<file path="config.mk">
export PLATFORM = sky130hd
export DESIGN_NAME = par_accumulator
export DESIGN_NICKNAME = d
export VERILOG_FILES = /design/src/rtl/par_accumulator_pkg.sv /design/src/rtl/lane_adder.sv /design/src/rtl/par_accumulator.sv
export SDC_FILE = /design/constraint.sdc
export NUM_CORES = 1
export LEC_CHECK = 0
export CAP_MARGIN = 20
export CORE_UTILIZATION = 33
export DETAILED_ROUTE_END_ITERATION = 8
export PLACE_DENSITY_LB_ADDON = 0.05
export SYNTH_ARGS = -nofsm -noshare
export SYNTH_HDL_FRONTEND = slang
export SYNTH_HIERARCHICAL = 1
export SYNTH_SLANG_ARGS = --single-unit
</file>
<file path="constraint.sdc">
create_clock -name clk -period 11 [get_ports clk]
set_clock_uncertainty 0.1 [all_clocks]
set_input_delay 1.65 -clock clk [delete_from_list [all_inputs] [get_ports clk]]
set_output_delay 1.65 -clock clk [all_outputs]
set_load 0.01 [all_outputs]
</file>
<file path="src/rtl/par_accumulator_pkg.sv">
// par_accumulator_pkg: FSM state encoding and sizing helpers shared by RTL and bench
package par_accumulator_pkg;
  typedef enum logic [1:0] {IDLE, ACC, DONE} state_e;
  function automatic int sw_f(input int w, input int kk);
    return w + $clog2(kk) + 1;
  endfunction
  function automatic int g_f(input int kk, input int ll);
    return (kk + ll - 1) / ll;
  endfunction
endpackage

</file>
<file path="src/rtl/lane_adder.sv">
// lane_adder: combinational sum of l sign/zero-extended elements into SW bits
module lane_adder #(
  parameter int W  = 8,
  parameter int SW = 13,
  parameter int l  = 3
) (
  input  logic [l*W-1:0] elems_i,
  input  logic [l-1:0]   valid_i,
  input  logic           sgn_i,
  output logic [SW-1:0]  sum_o
);
  // Extend each valid lane to SW bits and add; out-of-range lanes add nothing
  always_comb begin
    sum_o = '0;
    for (int j = 0; j < l; j++)
      if (valid_i[j]) sum_o = sum_o + {{(SW-W){sgn_i & elems_i[j*W+W-1]}}, elems_i[j*W +: W]};
  end
endmodule

</file>
<file path="src/rtl/par_accumulator.sv">
// par_accumulator: captures k elements and sums them l per cycle over G cycles
module par_accumulator
  import par_accumulator_pkg::*;
#(
  parameter int m = 4,
  parameter int n = 4,
  parameter int k = 10,
  parameter int l = 3,
  localparam int W  = m + n,
  localparam int SW = sw_f(W, k),
  localparam int G  = g_f(k, l),
  localparam int GW = (G > 1) ? $clog2(G) : 1
) (
  input  logic           clk,
  input  logic           rstn,
  input  logic           pl,
  input  logic           signed_mode,
  input  logic [k*W-1:0] din,
  output logic           ready,
  output logic           busy,
  output logic [SW-1:0]  sum
);
  state_e          state_q, state_d;
  logic [k*W-1:0]  data_q, data_d;
  logic            sgn_q, sgn_d;
  logic [SW-1:0]   acc_q, acc_d, sum_q, sum_d, lane_sum;
  logic [GW-1:0]   g_q, g_d;
  logic            busy_q, ready_q;
  logic [G*l*W-1:0] pad;
  logic [l*W-1:0]  grp;
  logic [l-1:0]    valid;

  // Select the current group; padding past element k-1 is masked off as invalid
  always_comb begin
    pad = '0;
    pad[k*W-1:0] = data_q;
    grp = pad[int'(g_q)*l*W +: l*W];
    for (int j = 0; j < l; j++) valid[j] = (int'(g_q) * l + j) < k;
  end

  lane_adder #(.W(W), .SW(SW), .l(l)) u_lane (
    .elems_i(grp),
    .valid_i(valid),
    .sgn_i  (sgn_q),
    .sum_o  (lane_sum)
  );

  // Next-state: accept pl outside ACC, add one group per ACC cycle, publish on the last
  always_comb begin
    state_d = state_q;
    data_d  = data_q;
    sgn_d   = sgn_q;
    acc_d   = acc_q;
    g_d     = g_q;
    sum_d   = sum_q;
    if (state_q != ACC && pl) begin
      state_d = ACC;
      data_d  = din;
      sgn_d   = signed_mode;
      acc_d   = '0;
      g_d     = '0;
    end else if (state_q == ACC) begin
      acc_d = acc_q + lane_sum;
      g_d   = g_q + GW'(1);
      if (g_q == GW'(G - 1)) begin
        state_d = DONE;
        sum_d   = acc_q + lane_sum;
        g_d     = '0;
      end
    end
  end

  // State and datapath registers; status flags registered from the next state
  always_ff @(posedge clk or negedge rstn) begin
    if (!rstn) begin
      state_q <= IDLE;
      data_q  <= '0;
      sgn_q   <= 1'b0;
      acc_q   <= '0;
      g_q     <= '0;
      sum_q   <= '0;
      busy_q  <= 1'b0;
      ready_q <= 1'b0;
    end else begin
      state_q <= state_d;
      data_q  <= data_d;
      sgn_q   <= sgn_d;
      acc_q   <= acc_d;
      g_q     <= g_d;
      sum_q   <= sum_d;
      busy_q  <= state_d == ACC;
      ready_q <= state_d == DONE;
    end
  end

  assign busy  = busy_q;
  assign ready = ready_q;
  assign sum   = sum_q;
endmodule

</file>
==> reports/summary.txt, run 1 <==
status = finished clean
max-slew violation count = 0
syn_nets = 742
synthesized area per cell = 10.8 µm²
number of synthesized register bits = 113
CP max-delay cell = a2bb2oi_1
diode count = 0
Tcrit/Tclk final = 0.699
Global Route Usage Sum = 0.162
critical path class = reg2reg
Yosys top cell area share = 0.422
Post-synth EDFFs = 0
Post-CTS Setup Inserts = 0
Max-slew headroom = 0.328
DR iter-0 viols = 162
Hold-fix buffers, CTS = 0
buffer depth of the longest clock path = 2
CTS HTree Levels = 4
Yosys top cell by area = dfrtp_1
wire per inst = 16.1 µm
TritonCTS clock tree = built
final-report hold violation count = 0
worst path required time = 11240 ps
largest net degree at the start of global routing = 82
clk root buf = clkbuf_16
initial antenna violation count = 0
Setup WS pre-CTS = 3340 ps
vias in the first global route = 4883
setup ws final = 3310 ps
most common cell after layout, fill and taps aside = dfrtp_1
I/O Buffers = 98
Post-route DRC = 0
register area share after synthesis = 0.422
min Tclk post-route = 7690 ps
CTS resizes = 0
CTS Sinks = 113
Initial Utilization = 0.340
WL final = 16000 µm
leading post-synthesis cells by cell area = dfrtp_1 (42%), mux2_2 (15%), ha_1 (6.5%)
FFs w/ async S/R, synth = 1.00
insertion delay to the later sink of the worst-skew pair = 400 ps
first-pass GRT wire length = 25600 µm
Worst path max stage delay = 840 ps
Worst-Margin Slew = 1000 ps
CP endpoint kind = flip-flop
post-synthesis mux area share = 0.212
HPWL Detailed = 11500 µm
# setup viols final = 0
Setup crit start kind = flip-flop
Nets = 839
post-synthesis xor/xnor area fraction = 0.0300
setup_tns = 0 ps
routed vias/inst = 5.04
most frequent cells in the layout = dfrtp_1 (113), clkdlybuf4s50_1 (97), mux2_2 (88), nand2_1 (63), o21ai_0 (55)
main combinational cell family by area after synthesis = multiplexers
Synth Cell Area = 0.00671 mm²
Distinct cells, synth = 62
Synth Area in Compound Gates = 0.130
Die Area = 0.0209 mm²
yosys warns = 6
num rows = 51
total number of vias = 5005
antenna-violating nets left = 0
Num CTS Buffers = 17
Core Area = 0.0197 mm²
top_reg_cell synth = dfrtp_1
critical path arrival = 7930 ps
Die Wd = 145 µm
Synth Instances = 620
share of cells above drive strength 1 = 0.203
gpl congestion = 0.881
RSZ-0062 raised after global routing = false
CP dominant cell by count = ha_1
crit path max fanout = 40
Max Freq = 130 MHz
worst hold path class = reg2reg
die height = 145 µm
Synth-to-Final Area Change = 27.6%
simple-gate share of the synthesized area = 0.100
max_cap viols = 0
I/O pins = 99
final hold slack = 380 ps
total global routing overflow = 0
clk slew on worst S/H paths = 60 ps
Pre-antenna DRT Iters = 5
Adder-Cell Fraction of Synth Area = 0.0759
-- worst max-delay path, delay by kind of cell, from the launching register on --
family,cells,cell delay (ps)
adders and majority gates,6,1730
muxes,2,440
and+or+nand+nor,5,1500
buffers and inverters,5,830
AOI/OAI and AO/OA,9,2590
DFF,1,350
xor gates and xnor gates,1,80
-- state kept, by name, summed over array words and instances (netlist names) --
register / cells
ready: 1
sum: 13
g_q: 2
data_q: 80
state_q: 2
sgn_q: 1
acc_q: 13
busy: 1
-- metrics by stage --
step	cell area [µm²]	std cells	util
2_1_floorplan	6710	620	-
5_1_grt	8550	994	0.434
3_5_place_dp	7950	962	0.403
3_3_place_gp	7950	962	0.403
6_report	8550	994	0.434
4_1_cts	8530	993	0.432
-- cells in the mapped netlist (3+ instances only) --
cell,number
a2111oi_0,3
a211oi_1,6
a21o_1,12
a21oi_1,18
a41oi_1,4
and2_1,5
and3_1,3
buf_1,4
buf_2,3
clkbuf_1,20
dfrtp_1,113
fa_1,3
ha_1,35
inv_1,18
mux2_2,88
mux2i_1,22
mux4_2,8
nand2_1,64
nand2b_1,4
nand3_1,3
nand3b_1,12
nor2_1,28
nor3_1,9
o211ai_1,3
o21a_1,6
o21ai_0,55
o21bai_1,3
o311ai_0,3
o31ai_1,3
xnor2_1,13
xor2_1,10
-- kinds of logic after synthesis --
logic type | Yosys count
xor gates and xnor gates | 23
muxes | 120
and+or+nand+nor | 142
AOI/OAI and AO/OA | 135
adders and majority gates | 39
DFF | 113
buffers and inverters | 48
-- area by class of cell --
cell class / instances / area (µm²)
clock buffer: 22 / 464
sequential: 113 / 2830
fill: 1872 / 11200
multi-input combinational: 459 / 3680
clock inverter: 9 / 109
timing repair buffer: 107 / 1070
tap: 265 / 332
inverter: 19 / 71.3
-- routing by layer --
| metal | wire, µm | track usage | vias to the layer above | share of wire |
|---|---|---|---|---|
| met3 | 516 | 0.0394 | 6 | 0.032 |
| met2 | 7680 | 0.261 | 90 | 0.48 |
| met4 | 114 | 0.0382 | 0 | 0.0071 |
| met5 | 0 | 0 | - | 0 |
| met1 | 7650 | 0.217 | 2463 | 0.48 |
| li1 | - | - | 2446 | - |
-- worst paths after layout --
check | startpoint | endpoint | slack, ps | cells past startpoint
worst max register to register | g_q[1] | sum[12] | 3310 | 28
max in group asynchronous | rstn | data_q[34] | 8330 | 2
worst min-delay path | sum[3] | sum[3] | 380 | 2
min in group asynchronous | rstn | sum[9] | 1170 | 1
worst min register to register | sum[3] | sum[3] | 380 | 2
worst max-delay path | g_q[1] | sum[12] | 3310 | 28
Power of run 1 is left out: the tool's default activity adds up to more than one toggle a clock period on the data nets, which glitch-free logic cannot reach.
==> inputs of run 2 (changes only) <==
==> constraint.sdc (replaced) <==
create_clock -name clk -period 6.76 [get_ports clk]
set_clock_uncertainty 0.1 [all_clocks]
set_input_delay 1.014 -clock clk [delete_from_list [all_inputs] [get_ports clk]]
set_output_delay 1.014 -clock clk [all_outputs]
set_load 0.01 [all_outputs]
==> run 2 against run 1 <==
  * Die area did not move
  * Cell count rose by 0.60%
  * First-iteration DRC count fell by 4.3%
  * Worst setup slack got worse by 3000 ps
  * Non-clock buffer count rose by 5
  * Maximum frequency rose by 20%
  * Wire length rose by 3.1%
  * Hold slack got worse by 2.3 ps
  * Global-route usage rose by 0.62 points
  * Largest cell class unchanged
  * Highest routed layer unchanged
==> reports/summary.txt, run 2 (synthesis gave the netlist of run 1 again) <==
die height = 145 µm (unchanged)
Pre-antenna DRT Iters = 5 (unchanged)
Worst-Margin Slew = 800 ps (was 1000 ps)
CP delay by family, top = compound AO/OA/AOI/OAI gates (unchanged)
DR iter-0 viols = 155 (was 162)
critical path class = reg2reg (unchanged)
Nets = 844 (was 839)
Post-route DRC = 0 (unchanged)
Tcrit/Tclk final = 0.946 (was 0.699)
CP max-delay cell = or4_1 (was a2bb2oi_1)
crit path max fanout = 7 (was 40)
WL final = 16500 µm (was 16000 µm)
Setup WS pre-CTS = 210 ps (was 3340 ps)
I/O Buffers = 98 (unchanged)
Global Route Usage Sum = 0.168 (was 0.162)
WP buf/inv = 3 (was 5)
FF/Latch Area = 0.00283 mm² (about the same)
R2R Path End = sum[12] (unchanged)
total number of vias = 5035 (was 5005)
HPWL Detailed = 12200 µm (was 11500 µm)
post-route cell area = 0.00867 mm² (was 0.00855 mm²)
Area after DPL = 0.00799 mm² (was 0.00795 mm²)
status = finished clean (unchanged)
gpl congestion = 0.886 (was 0.881)
routed vias/inst = 5.04 (about the same)
# setup viols final = 0 (unchanged)
vias in the first global route = 4974 (was 4883)
Multi-input gate area = 0.00368 mm² (unchanged)
Filler cells = 1846 (was 1872)
setup_tns = 0 ps (unchanged)
Num CTS Buffers = 17 (unchanged)
most common cell after layout, fill and taps aside = dfrtp_1 (unchanged)
buffer depth of the longest clock path = 2 (unchanged)
final-report hold violation count = 0 (unchanged)
diode count = 0 (unchanged)
Die Wd = 145 µm (unchanged)
reg2reg setup slack = 360 ps (was 3310 ps)
Worst R2R Path Depth = 26 (was 28)
antenna-violating nets left = 0 (unchanged)
setup ws final = 363 ps (was 3310 ps)
min Tclk post-route = 6400 ps (was 7690 ps)
max-slew violation count = 0 (unchanged)
most frequent cells in the layout = dfrtp_1 (111), clkdlybuf4s50_1 (97), mux2_2 (88), nand2_1 (63), o21ai_0 (54) (was dfrtp_1 (113), clkdlybuf4s50_1 (97), mux2_2 (88), nand2_1 (63), o21ai_0 (55))
wire per inst = 16.5 µm (was 16.1 µm)
Worst setup startpoint = g_q[0] (was g_q[1])
num rows = 51 (unchanged)
HP Start = sum[5] (was sum[3])
worst path required time = 7020 ps (was 11240 ps)
total global routing overflow = 0 (unchanged)
Die Area = 0.0209 mm² (unchanged)
Setup crit start kind = flip-flop (unchanged)
Setup crit end = sum[12] (unchanged)
first-pass GRT wire length = 26200 µm (was 25600 µm)
CP endpoint kind = flip-flop (unchanged)
Post-CTS Setup Inserts = 0 (unchanged)
Worst path max stage delay = 480 ps (was 840 ps)
share of cells above drive strength 1 = 0.216 (was 0.203)
Synth-to-Final Area Change = 29.3% (was 27.6%)
worst reg2reg path startpoint = g_q[0] (was g_q[1])
CTS Sinks = 113 (unchanged)
Max Freq = 156 MHz (was 130 MHz)
worst hold path class = reg2reg (unchanged)
CTS HTree Levels = 4 (unchanged)
TritonCTS clock tree = built (unchanged)
Hold-fix buffers, CTS = 0 (unchanged)
Initial Utilization = 0.340 (unchanged)
clk root buf = clkbuf_16 (unchanged)
CP dominant cell by count = ha_1 (unchanged)
I/O pins = 99 (unchanged)
initial antenna violation count = 0 (unchanged)
Max-slew headroom = 0.467 (was 0.328)
RSZ-0062 raised after global routing = false (unchanged)
max_cap viols = 0 (unchanged)
Core Area = 0.0197 mm² (unchanged)
CP Depth = 26 (was 28)
critical path arrival = 6660 ps (was 7930 ps)
clk slew on worst S/H paths = 60 ps (about the same)
Top reg by flops = data_q (unchanged)
insertion delay to the later sink of the worst-skew pair = 420 ps (was 400 ps)
Largest register FFs = 80 (unchanged)
largest net degree at the start of global routing = 82 (unchanged)
-- run 2: cell count changes in the layout (fill, tap and decap cells not counted), moves of 2 or more --
cell | before | now
clkbuf_1 | 3 | 0
buf_4 | 9 | 14
dfrtp_1 | 113 | 111
bufinv_16 | 2 | 4
dfrtp_2 | 0 | 2
-- run 2: layout make-up --
type,count,area share
Multi-Input combinational cell,459,0.425
Sequential cell,113,0.327
Timing Repair Buffer,112,0.127
Clock buffer,20,0.0538
Tap cell,265,0.0383
Clock inverter,12,0.0208
Inverter,19,0.00823
-- run 2: per-stage QoR --
step / std cells / hold WS, ps / utilization
CTS: 999 / 382 / 0.438
global placement: 967 / 366 / 0.405
global route: 1000 / 414 / 0.440
floorplan: 620 / 373 / -
detailed placement: 967 / 370 / 0.405
finish: 1000 / 377 / 0.440
-- run 2: worst min path at each step --
stage	slack, ps	cells past startpoint	to
2_1_floorplan	370	2	state_q[1]
3_5_place_dp	370	2	sum[7]
6_report	380	2	sum[5]
5_1_grt	410	2	sum[2]
3_3_place_gp	370	2	sum[11]
4_1_cts	380	2	sum[4]
-- run 2: layer usage --
metal / up-vias / track usage / wire, µm
li1: 2457 / - / -
met1: 2469 / 0.220 / 7570
met2: 89 / 0.262 / 7860
met3: 20 / 0.0421 / 673
met4: 0 / 0.0704 / 346
met5: - / 0 / 0
-- run 2: worst reg2reg max path: stages, from the launching register on --
cell       delay (ps)
dfrtp_2           430
inv_1              90
ha_1              310
a2bb2oi_1         160
and2_1            150
ha_1              200
inv_1              70
fa_1              250
inv_2              60
maj3_2            310
a32oi_2           310
o21ai_1           130
mux2i_1           140
or2_2             300
ha_1              330
a211o_1           300
or3_1             370
a21oi_1           180
xnor2_1            80
a21o_1            180
ha_1              350
a21o_1            190
a21oi_1           230
mux2_4            320
a41o_1            230
or4_1             480
nand3_1           100
-- run 2: repair_timing --
item                                    in CTS  in global routing
resized for setup                            0                  3
endpoints found under the setup margin       0                  1
hold endpoints to repair                     0                  0
Power of run 2 is left out for the same reason.
==> inputs of run 3 (changes only) <==
--- a/config.mk
+++ b/config.mk
@@ -6,7 +6,10 @@
 export NUM_CORES = 1
 export LEC_CHECK = 0
 export CAP_MARGIN = 20
+export CELL_PAD_IN_SITES_DETAIL_PLACEMENT = 1
+export CELL_PAD_IN_SITES_GLOBAL_PLACEMENT = 1
 export CORE_UTILIZATION = 33
+export CTS_CLUSTER_SIZE = 8
 export DETAILED_ROUTE_END_ITERATION = 8
 export PLACE_DENSITY_LB_ADDON = 0.05
 export SYNTH_ARGS = -nofsm -noshare
==> run 3 against run 2 <==
  * Flip-flop and latch count unchanged
  * Critical path depth down 1
  * Via count about the same
  * Core utilization down 0.22 points
  * Final area down 0.49%
  * Worst setup slack worse by 46 ps
  * Critical endpoint unchanged
  * Register-to-register slack worse by 50 ps
==> reports/summary.txt, run 3 (synthesis gave the netlist of run 1 again) <==
worst hold path class = reg2reg (unchanged)
DR iter-0 viols = 104 (was 155)
Pre-antenna DRT Iters = 4 (was 5)
I/O pins = 99 (unchanged)
Post-route DRC = 0 (unchanged)
wire per inst = 17.4 µm (was 16.5 µm)
crit path max fanout = 7 (unchanged)
worst path required time = 7010 ps (was 7020 ps)
TritonCTS clock tree = built (unchanged)
vias in the first global route = 5439 (was 4974)
min Tclk post-route = 6440 ps (was 6400 ps)
CP max-delay cell = mux4_2 (was or4_1)
initial antenna violation count = 0 (unchanged)
setup_tns = 0 ps (unchanged)
clk root buf = clkbuf_16 (unchanged)
critical path arrival = 6690 ps (was 6660 ps)
Num CTS Buffers = 17 (unchanged)
gpl congestion = 0.814 (was 0.886)
most frequent cells in the layout = dfrtp_1 (111), clkdlybuf4s50_1 (97), mux2_2 (88), nand2_1 (63), o21ai_0 (54) (unchanged)
Nets = 848 (was 844)
Global Route Usage Sum = 0.181 (was 0.168)
status = finished clean (unchanged)
largest net degree at the start of global routing = 82 (unchanged)
num rows = 51 (unchanged)
total number of vias = 5033 (was 5035)
Layout Utilization = 0.437 (was 0.440)
Top reg by flops = data_q (unchanged)
Max-slew headroom = 0.406 (was 0.467)
total global routing overflow = 0 (unchanged)
CP dominant cell by count = ha_1 (unchanged)
# setup viols final = 0 (unchanged)
RSZ-0062 raised after global routing = false (unchanged)
insertion delay to the later sink of the worst-skew pair = 410 ps (was 420 ps)
Core Area = 0.0197 mm² (unchanged)
Initial Utilization = 0.340 (unchanged)
Synth-to-Final Area Change = 28.6% (was 29.3%)
Die Area = 0.0209 mm² (unchanged)
WL final = 17500 µm (was 16500 µm)
Max Freq = 155 MHz (was 156 MHz)
max-slew violation count = 0 (unchanged)
first-pass GRT wire length = 28700 µm (was 26200 µm)
max_cap viols = 0 (unchanged)
reg2reg setup slack = 320 ps (was 360 ps)
Largest register FFs = 80 (unchanged)
die height = 145 µm (unchanged)
antenna-violating nets left = 0 (unchanged)
final-report hold violation count = 0 (unchanged)
most common cell after layout, fill and taps aside = dfrtp_1 (unchanged)
Tcrit/Tclk final = 0.953 (was 0.946)
CTS Sinks = 113 (unchanged)
diode count = 0 (unchanged)
CP endpoint kind = flip-flop (unchanged)
Setup crit start kind = flip-flop (unchanged)
buffer depth of the longest clock path = 2 (unchanged)
Die Wd = 145 µm (unchanged)
clk slew on worst S/H paths = 60 ps (about the same)
critical path class = reg2reg (unchanged)
Worst-Margin Slew = 892 ps (was 800 ps)
routed vias/inst = 5.01 (was 5.04)
I/O Buffers = 98 (unchanged)
Worst path max stage delay = 480 ps (about the same)
CTS HTree Levels = 4 (unchanged)
share of cells above drive strength 1 = 0.219 (was 0.216)
HPWL Detailed = 13100 µm (was 12200 µm)
run 3: cell count changes in the layout (fill, tap and decap cells not counted), sizes merged:
cell      delta
inv          +7
buf          +4
bufinv       -3
clkinv       -3
clkbuf       -2
clkinvlp     +1
run 3: area by class of cell:
cell class | count | area, µm²
Tap cell | 265 | 332
Inverter | 19 | 71.3
Clock inverter | 14 | 145
Sequential cell | 113 | 2830
Timing Repair Buffer | 116 | 1130
Multi-Input combinational cell | 459 | 3680
Fill cell | 2140 | 11100
Clock buffer | 18 | 429
run 3: timing repair:
| item | in CTS | in global routing |
|---|---|---|
| hold endpoints to repair | 0 | 0 |
| gates resized for setup | 0 | 3 |
| buffers inserted | 0 | 3 |
| setup endpoints to repair | 0 | 4 |
| hold buffers | 0 | 0 |
run 3: routing by layer:
layer | vias up | global-route usage | part of all wire
met4 | 0 | 0.0438 | 0.0094
met5 | - | 0 | 0
met3 | 9 | 0.0394 | 0.028
met2 | 64 | 0.293 | 0.49
met1 | 2499 | 0.245 | 0.48
li1 | 2461 | - | -
run 3: through the flow:
stage / cell area, µm² / worst slack [ps] / hold slack, ps / std cells
after global placement: 8000 / 325 / 368 / 968
after detailed placement: 8000 / 147 / 379 / 968
after global routing: 8620 / 5.43 / 412 / 1004
after floorplan: 6710 / 174 / 373 / 620
after CTS: 8570 / 107 / 392 / 1000
final: 8620 / 317 / 386 / 1004
run 3: critical path: cells and delay by family (launching register included):
| family | cells | cell delay [ps] |
|---|---|---|
| xor+xnor | 1 | 90 |
| simple gates | 5 | 1420 |
| compound gates | 8 | 1690 |
| mux | 3 | 950 |
| buf+inv | 3 | 270 |
| fa+ha+maj | 5 | 1430 |
| flops | 1 | 430 |
run 3: worst paths after layout:
kind | startpoint | endpoint | cells after the start
min in group asynchronous | rstn | sum[9] | 1
worst min-delay path | sum[5] | sum[5] | 2
max in group asynchronous | rstn | g_q[1] | 2
worst max-delay path | g_q[0] | sum[12] | 25
worst max register to register | g_q[0] | sum[12] | 25
worst min register to register | sum[5] | sum[5] | 2
Power of run 3 is left out for the same reason.
